## src/rtl/rx_byte_fifo.sv

```systemverilog
// First-word-fall-through byte FIFO between a serial receiver and its consumer.
// Optional saturating dropped-byte counter is enabled by defining RX_BYTE_FIFO_OVF_CNT_EN.
module rx_byte_fifo #(
   parameter int DEPTH_LOG2 = 4,
   parameter int AF_LEVEL   = 12
) (
   input  logic                  clk,
   input  logic                  rst_n,
   input  logic                  in_vld,
   input  logic [7:0]            in_data,
   output logic                  out_vld,
   input  logic                  out_rdy,
   output logic [7:0]            out_data,
   output logic [DEPTH_LOG2:0]   count,
   output logic                  almost_full,
   output logic                  ovf,
   input  logic                  ovf_clr,
   output logic [7:0]            ovf_cnt
);

   localparam int CW    = DEPTH_LOG2 + 1;
   localparam int DEPTH = 2 ** DEPTH_LOG2;

   localparam logic [DEPTH_LOG2-1:0] PTR_ZERO = {DEPTH_LOG2{1'b0}};
   localparam logic [DEPTH_LOG2-1:0] PTR_ONE  = {{(DEPTH_LOG2-1){1'b0}}, 1'b1};
   localparam logic [CW-1:0]         CNT_ZERO = {CW{1'b0}};
   localparam logic [CW-1:0]         CNT_ONE  = {{(CW-1){1'b0}}, 1'b1};
   localparam logic [CW-1:0]         CNT_FULL = CW'(DEPTH);
   localparam logic [CW-1:0]         CNT_AF   = CW'(AF_LEVEL);

   logic [7:0]            mem_q [0:DEPTH-1];
   logic [DEPTH_LOG2-1:0] wr_ptr_q, wr_ptr_d;
   logic [DEPTH_LOG2-1:0] rd_ptr_q, rd_ptr_d;
   logic [CW-1:0]         count_q, count_d;
   logic                  almost_full_q, almost_full_d;
   logic                  ovf_q, ovf_d;
   logic                  full_s, pop_s, push_s, drop_s;

   // A full FIFO still accepts a byte when the head leaves in the same cycle.
   always_comb begin
      full_s  = (count_q == CNT_FULL);
      pop_s   = (count_q != CNT_ZERO) && out_rdy;
      push_s  = in_vld && (!full_s || pop_s);
      drop_s  = in_vld && full_s && !pop_s;

      wr_ptr_d = wr_ptr_q;
      rd_ptr_d = rd_ptr_q;
      count_d  = count_q;
      ovf_d    = ovf_q;

      if (push_s) begin
         wr_ptr_d = wr_ptr_q + PTR_ONE;
      end else begin
         wr_ptr_d = wr_ptr_q;
      end

      if (pop_s) begin
         rd_ptr_d = rd_ptr_q + PTR_ONE;
      end else begin
         rd_ptr_d = rd_ptr_q;
      end

      case ({push_s, pop_s})
         2'b10:   count_d = count_q + CNT_ONE;
         2'b01:   count_d = count_q - CNT_ONE;
         default: count_d = count_q;
      endcase

      almost_full_d = (count_d >= CNT_AF);

      if (drop_s) begin
         ovf_d = 1'b1;
      end else if (ovf_clr) begin
         ovf_d = 1'b0;
      end else begin
         ovf_d = ovf_q;
      end
   end

   // Control state register.
   always_ff @(posedge clk or negedge rst_n) begin
      if (!rst_n) begin
         wr_ptr_q      <= PTR_ZERO;
         rd_ptr_q      <= PTR_ZERO;
         count_q       <= CNT_ZERO;
         almost_full_q <= 1'b0;
         ovf_q         <= 1'b0;
      end else begin
         wr_ptr_q      <= wr_ptr_d;
         rd_ptr_q      <= rd_ptr_d;
         count_q       <= count_d;
         almost_full_q <= almost_full_d;
         ovf_q         <= ovf_d;
      end
   end

   // Byte storage; contents are not reset.
   always_ff @(posedge clk) begin
      if (push_s) begin
         mem_q[wr_ptr_q] <= in_data;
      end
   end

`ifdef RX_BYTE_FIFO_OVF_CNT_EN
   function automatic logic [7:0] sat_inc8(input logic [7:0] v);
      if (v == 8'hFF) begin
         return v;
      end else begin
         return v + 8'd1;
      end
   endfunction

   logic [7:0] ovf_cnt_q, ovf_cnt_d;

   // Dropped-byte counter; a drop wins over a same-cycle clear.
   always_comb begin
      ovf_cnt_d = ovf_cnt_q;
      if (drop_s) begin
         ovf_cnt_d = sat_inc8(ovf_cnt_q);
      end else if (ovf_clr) begin
         ovf_cnt_d = 8'd0;
      end else begin
         ovf_cnt_d = ovf_cnt_q;
      end
   end

   // Dropped-byte counter register.
   always_ff @(posedge clk or negedge rst_n) begin
      if (!rst_n) begin
         ovf_cnt_q <= 8'd0;
      end else begin
         ovf_cnt_q <= ovf_cnt_d;
      end
   end

   assign ovf_cnt = ovf_cnt_q;
`else
   assign ovf_cnt = 8'd0;
`endif

   assign out_vld     = (count_q != CNT_ZERO);
   assign out_data    = mem_q[rd_ptr_q];
   assign count       = count_q;
   assign almost_full = almost_full_q;
   assign ovf         = ovf_q;

endmodule

```

## config.mk

```make
export PLATFORM = sky130hd
export DESIGN_NAME = rx_byte_fifo
export DESIGN_NICKNAME = d
export VERILOG_FILES = /design/src/rtl/rx_byte_fifo.sv
export SDC_FILE = /design/constraint.sdc
export NUM_CORES = 1
export LEC_CHECK = 0
export CORE_MARGIN = 2
export CORE_UTILIZATION = 59
export DETAILED_ROUTE_END_ITERATION = 10
export HOLD_SLACK_MARGIN = 0.12
export MAX_ROUTING_LAYER = met4
export PLACE_DENSITY = 0.87
export SLEW_MARGIN = 20
export SYNTH_ARGS = -nofsm -noshare
export SYNTH_HDL_FRONTEND = slang
export SYNTH_SLANG_ARGS = --single-unit
```

## constraint.sdc

```tcl
create_clock -name clk -period 2.5 [get_ports clk]
set_clock_uncertainty 0.05 [all_clocks]
set_input_delay 0.5 -clock clk [delete_from_list [all_inputs] [get_ports clk]]
set_output_delay 0.5 -clock clk [all_outputs]
set_load 0.1 [all_outputs]
```

# After elaboration in Yosys (flattened, before gate mapping)

Memories as Yosys holds them, arrays and structs flattened.
Index checks and enable logic that the tools add are counted.

Output and inout bits: 24
Bits in latches: 0
RAM bits: 128
Logic and storage cells: 28
Memories kept: 1
ROM bits: 0
Register bits after elaboration: 15

Memory list:

| memory | words | bits a word | read ports | clocked after Yosys merged registers in | wr ports | RTL line | text |
|---|---|---|---|---|---|---|---|
| mem_q  | 16    | 8           | 1          | 0                                       | 1        | 31       | `logic [7:0] mem_q [0:DEPTH-1];` |

Mux-type cells: 5
Eq/ne operators: 3
Magnitude comparators: 1
Bitwise logic cells: 0
Divide/modulo/power cells: 0
Shift operators: 0
Add/subtract/negate cells: 4
Multipliers: 0
Reductions and logical operators: 9

Operators by type and width:

| cell                                                 | number |
|---|---|
| one-hot mux 5 bit (2 select lines)                   | 1 |
| adder 4 x 1 -> 4 bit (second input constant)         | 2 |
| adder 5 x 1 -> 5 bit (second input constant)         | 1 |
| equality test 5 bit (second input constant)          | 1 |
| >= comparator 5 x 4 -> 1 bit (second input constant) | 1 |
| nonzero test 5 bit                                   | 1 |
| subtractor 5 x 1 -> 5 bit (second input constant)    | 1 |
| logical AND 1 bit                                    | 4 |
| 2-to-1 mux 1 bit                                     | 4 |
| equality test 2 x 1 -> 1 bit (second input constant) | 1 |
| equality test 2 bit (second input constant)          | 1 |
| zero test 1 bit                                      | 2 |
| nonzero test 2 bit                                   | 1 |
| logical OR 1 bit                                     | 1 |

# Depth between registers and ports, before layout

Depth after elaboration: 7
Gate-level depth with buffers: 9
Depth with buffers taken out: 9

# Worst setup path before layout

No wires, ideal clock.

Path kind: register -> register
Start point: register count_q[1], in the netlist count[1]
End point: memory mem_q[3][0] (enable)
Path slack: -0.382 ns
Data arrival time: 2.449 ns
Data required time: 2.067 ns
Stages on the path, launching flop included: 7
Library setup time: 0.383 ns
Cells stage by stage: dfrtp_1 nor4_4 nand3b_1 and2_1 clkbuf_1 nand2_1 nor3_1

Longest elaborated chain between the ends: 6

Ends and longest elaborated chain:

| element                                                          | RTL line | text |
|---|---|---|
| from (decl)                                                      | 34       | `logic [CW-1:0] count_q, count_d;` |
| from (signal assigned)                                           | 91       | `count_q <= count_d;` |
| equality test 5 bit / nonzero test 5 bit (equally long branches) | 41, 42   |  |
| zero test 1 bit / logical AND 1 bit (equally long branches)      | 43, 42   |  |
| logical OR 1 bit (*)                                             | 43       | `push_s = in_vld && (!full_s \|\| pop_s);` |
| logical AND 1 bit (*)                                            | 43       |  |
| 2-to-1 mux 1 bit (*)                                             | 99       | `if (push_s) begin` |
| 2-to-1 mux 1 bit (not written as such) (*)                       | 100      | `mem_q[wr_ptr_q] <= in_data;` |
| to (decl)                                                        | 31       |  |

Mark *: on every way between the ends. The rest lies on a longest branch, timed or not.

# Worst setup path after layout

Start point: register rd_ptr_q[0]
End point: output out_data[4]

Longest elaborated chain between the ends: 1

Ends and longest elaborated chain:

| element                | RTL line | text |
|---|---|---|
| from (decl)            | 33       | `logic [DEPTH_LOG2-1:0] rd_ptr_q, rd_ptr_d;` |
| from (signal assigned) | 90       | `rd_ptr_q <= rd_ptr_d;` |
| memory (16 x 8 bit)    | n/a      |  |
| to (decl)              | 13       | `output logic [7:0] out_data,` |

No other way between the ends.

==> reports/metrics.yaml <==
detailed_routing:
  dr_total_vias: 3014
  wire_per_inst_um: 23.51
  drc: 0
  first_pass_iters: 5
  detail-route-antenna-nets: 0
  drt_first_iter_violations: 238
  avgViaCountPerCell: 5.898
  routed_wl_mm: 12.01
layout:
  multi_input_area_um2: 1480
  fin_area_um2: 7232
  layout_commonest_cell: "edfxtp_1"
  post-route-util: 0.7503
  fill_cells: 543
  antenna_cells: 0
  drive_above_1_share: 0.3810
  nNetsFinal: 387
  regArea_um2: 4229
  stdcell_count: 511
  area_delta_synth_final_pct: 24.57
  layout_common_cells: "128 x edfxtp_1, 42 x buf_4, 40 x mux4_2"
outcome:
  violations: "setup timing"
  status: "complete, but fails checks"
synthesis:
  synth_cell_types: 35
  ys_seq_area_frac: 0.7267
  synth_area_leaders: "edfxtp_1 66%, mux4_2 16%, dfrtp_1 6.5%"
  post_synth_fa_ha_maj_area_fraction: 0.02069
  yosysTopAreaCell: "edfxtp_1"
  synth_cells: 291
  synth_mux_area_frac: 0.1588
  synth_xor_area_frac: 0.01358
  synth_top_cell_area_share: 0.6621
  yosysWarningCount: 0
  synth_compound_area_frac: 0.01616
  synth_top_family_by_area: "multiplexers"
  synth_area_um2: 5806
  avgSynthCellArea_um2: 19.95
  yosys.area_share.simple: 0.03664
  yosys_register_bits: 143
clocking:
  cts_sinks: 143
  clk_path_buf_depth: 2
  cts_tree: "done"
  cts_buffers: 17
  root_buffer: "clkbuf_8"
  cts_max_level: 4
  clk_latency_ns: 0.52
  cts.clk_slew.worst_paths_ns: 0.06
timing:
  worst_pin_slew_ns: 0.7206
  period_minus_slack_ns: 2.965
  setup_tns_ns: -3.622
  rsz0062_at_grt: "yes"
  hold_violations: 0
  slew_violations: 0
  finalSetupViolCount: 8
  finalCritPeriodShare: 1.186
  worst_slack_ns: -0.4648
  slew_headroom: 0.5181
  fmax_mhz: 337.3
min_path:
  hold_class: "in -> async"
global_route:
  antenna_found_initial: 0
  grt_pass1_vias: 3093
  overflow: 0
  grt_pass1_wl_mm: 17.97
  grt_use_total: 0.2581
  grt_max_degree: 24
place:
  place_congestion: 0.9228
  dpl-instance-area_um2: 6605
  dp.cells: 476
  dp_hpwl_mm: 7.808
  portBuffers: 28
power:
  peakVddDrop_uv: 1298
  p_per_area_nw_per_um2: 1412
  p_leak_nw: 2.559
die:
  initial_core_util: 0.6023
  core_um2: 9639
  die_y_um: 103.2
  die_x_um: 103.2
  io_pins: 37
  die-area_um2: 10650
  rows: 36
setup_path:
  worst-setup-path-type: "reg -> out"
  cp-end-kind: "primary output"
  worstPathRequired_ns: 1.95
  r2r-end: "almost_full"
  crit_chain: "buf_12, mux4_2, mux4_2, buf_12"
  slowest_stage: "mux4_2"
  cp_max_fo: 13
  worstPathArrival_ns: 2.41
  timing.rr.start: "count[3]"
  worstRegToRegCells: 8
  start_kind: "register"
  slowest_delay_ns: 0.55
  r2r_slack_ns: 0.18
flow_run:
  max_cap_viol_count: 0
-- metal layers --
layer,GRT usage,up-vias,wire (um),part of all wire
met4,0.07794,0,249,0.021
met2,0.4256,149,6433,0.54
met1,0.3191,1538,4508,0.38
met5,-,-,0,0
met3,0.06922,25,821,0.068
li1,-,1302,-,-
-- power by group --
part / internal (W) / leakage [nW] / total [W] / switching [W]
combinational: 0.00187 / 0.949 / 0.00459 / 0.00272
sequential: 0.00295 / 1.33 / 0.00322 / 0.000263
clock: 0.00143 / 0.281 / 0.00241 / 0.000978
total: 0.00625 / 2.56 / 0.0102 / 0.00396
-- how the worst max path moves through the flow --
stage                 from     endpoint  slack (ns)  cells after the start
6_report       rd_ptr_q[0]  out_data[4]       -0.46                      4
5_1_grt        rd_ptr_q[0]  out_data[1]       -0.53                      4
4_1_cts        rd_ptr_q[0]  out_data[4]       -0.53                      4
3_5_place_dp       out_rdy  almost_full       -0.37                     10
3_3_place_gp       out_rdy  almost_full       -0.25                     10
2_1_floorplan  rd_ptr_q[0]  out_data[0]        0.04                      4
-- sequential cells by signal (all words and copies together), names as in the netlist --
| signal | cells |
|---|---|
| count | 5 |
| mem_q | 128 |
| wr_ptr_q | 4 |
| rd_ptr_q | 4 |
| ovf | 1 |
| almost_full | 1 |
-- timing repair --
item,4_1_cts,5_1_grt
hold buffers,0,0
pin swaps,0,0
gates cloned,0,1
gates resized for setup,0,3
setup buffers,2,1
hold endpoints to repair,0,0
endpoints found under the setup margin,8,8
-- synth_stat cells, drive strengths merged --
library cell / instances
o22ai: 1
xor2: 1
a311o: 1
and2: 2
buf: 14
a21oi: 3
edfxtp: 128
nor3: 4
ha: 8
fa: 1
o211ai: 1
a32oi: 1
xnor2: 8
nand2b: 3
nor2b: 1
clkbuf: 7
nand3b: 1
nor4: 1
nor2: 15
o21ai: 2
conb: 1
or2b: 1
inv: 11
nand2: 9
nand4: 2
a21o: 3
nand3: 3
mux4: 40
o2111ai: 1
mux2i: 1
mux2: 1
dfrtp: 15
-- area by class of cell --
cell class                      instances  share of cell area
Clock buffer                           17             0.05727
Tap cell                              133             0.02301
Clock inverter                         15             0.02215
Timing Repair Buffer                   69              0.1024
Inverter                               11            0.005709
Multi-Input combinational cell        123              0.2047
Sequential cell                       143              0.5848
-- cell families after synthesis --
logic type / Yosys count
AO/OA/AOI/OAI: 13
XOR/XNOR: 9
adder cells (fa/ha/maj): 9
buffers and inverters: 32
flip-flops: 143
multiplexers: 42
other: 1
AND/OR/NAND/NOR: 42
-- stage by stage --
| step | hold WS, ns | total power [W] | worst slack, ns |
|---|---|---|---|
| 6_report | 0.3576 | 0.01021 | -0.4648 |
| 5_1_grt | 0.3926 | 0.01058 | -0.5276 |
| 4_1_cts | 0.3509 | 0.01022 | -0.5333 |
| 2_1_floorplan | 0.1544 | 0.006294 | 0.03821 |
| 3_5_place_dp | 0.4909 | 0.007748 | -0.3666 |
| 3_3_place_gp | 0.4704 | 0.007596 | -0.2517 |
-- critical path, delay by kind of cell, from the launching register on --
| kind | cells | cell delay (ns) |
|---|---|---|
| flip-flops | 1 | 0.41 |
| multiplexers | 2 | 1.10 |
| buffers and inverters | 2 | 0.38 |
No activity file was read; power rests on OpenSTA's default activity.
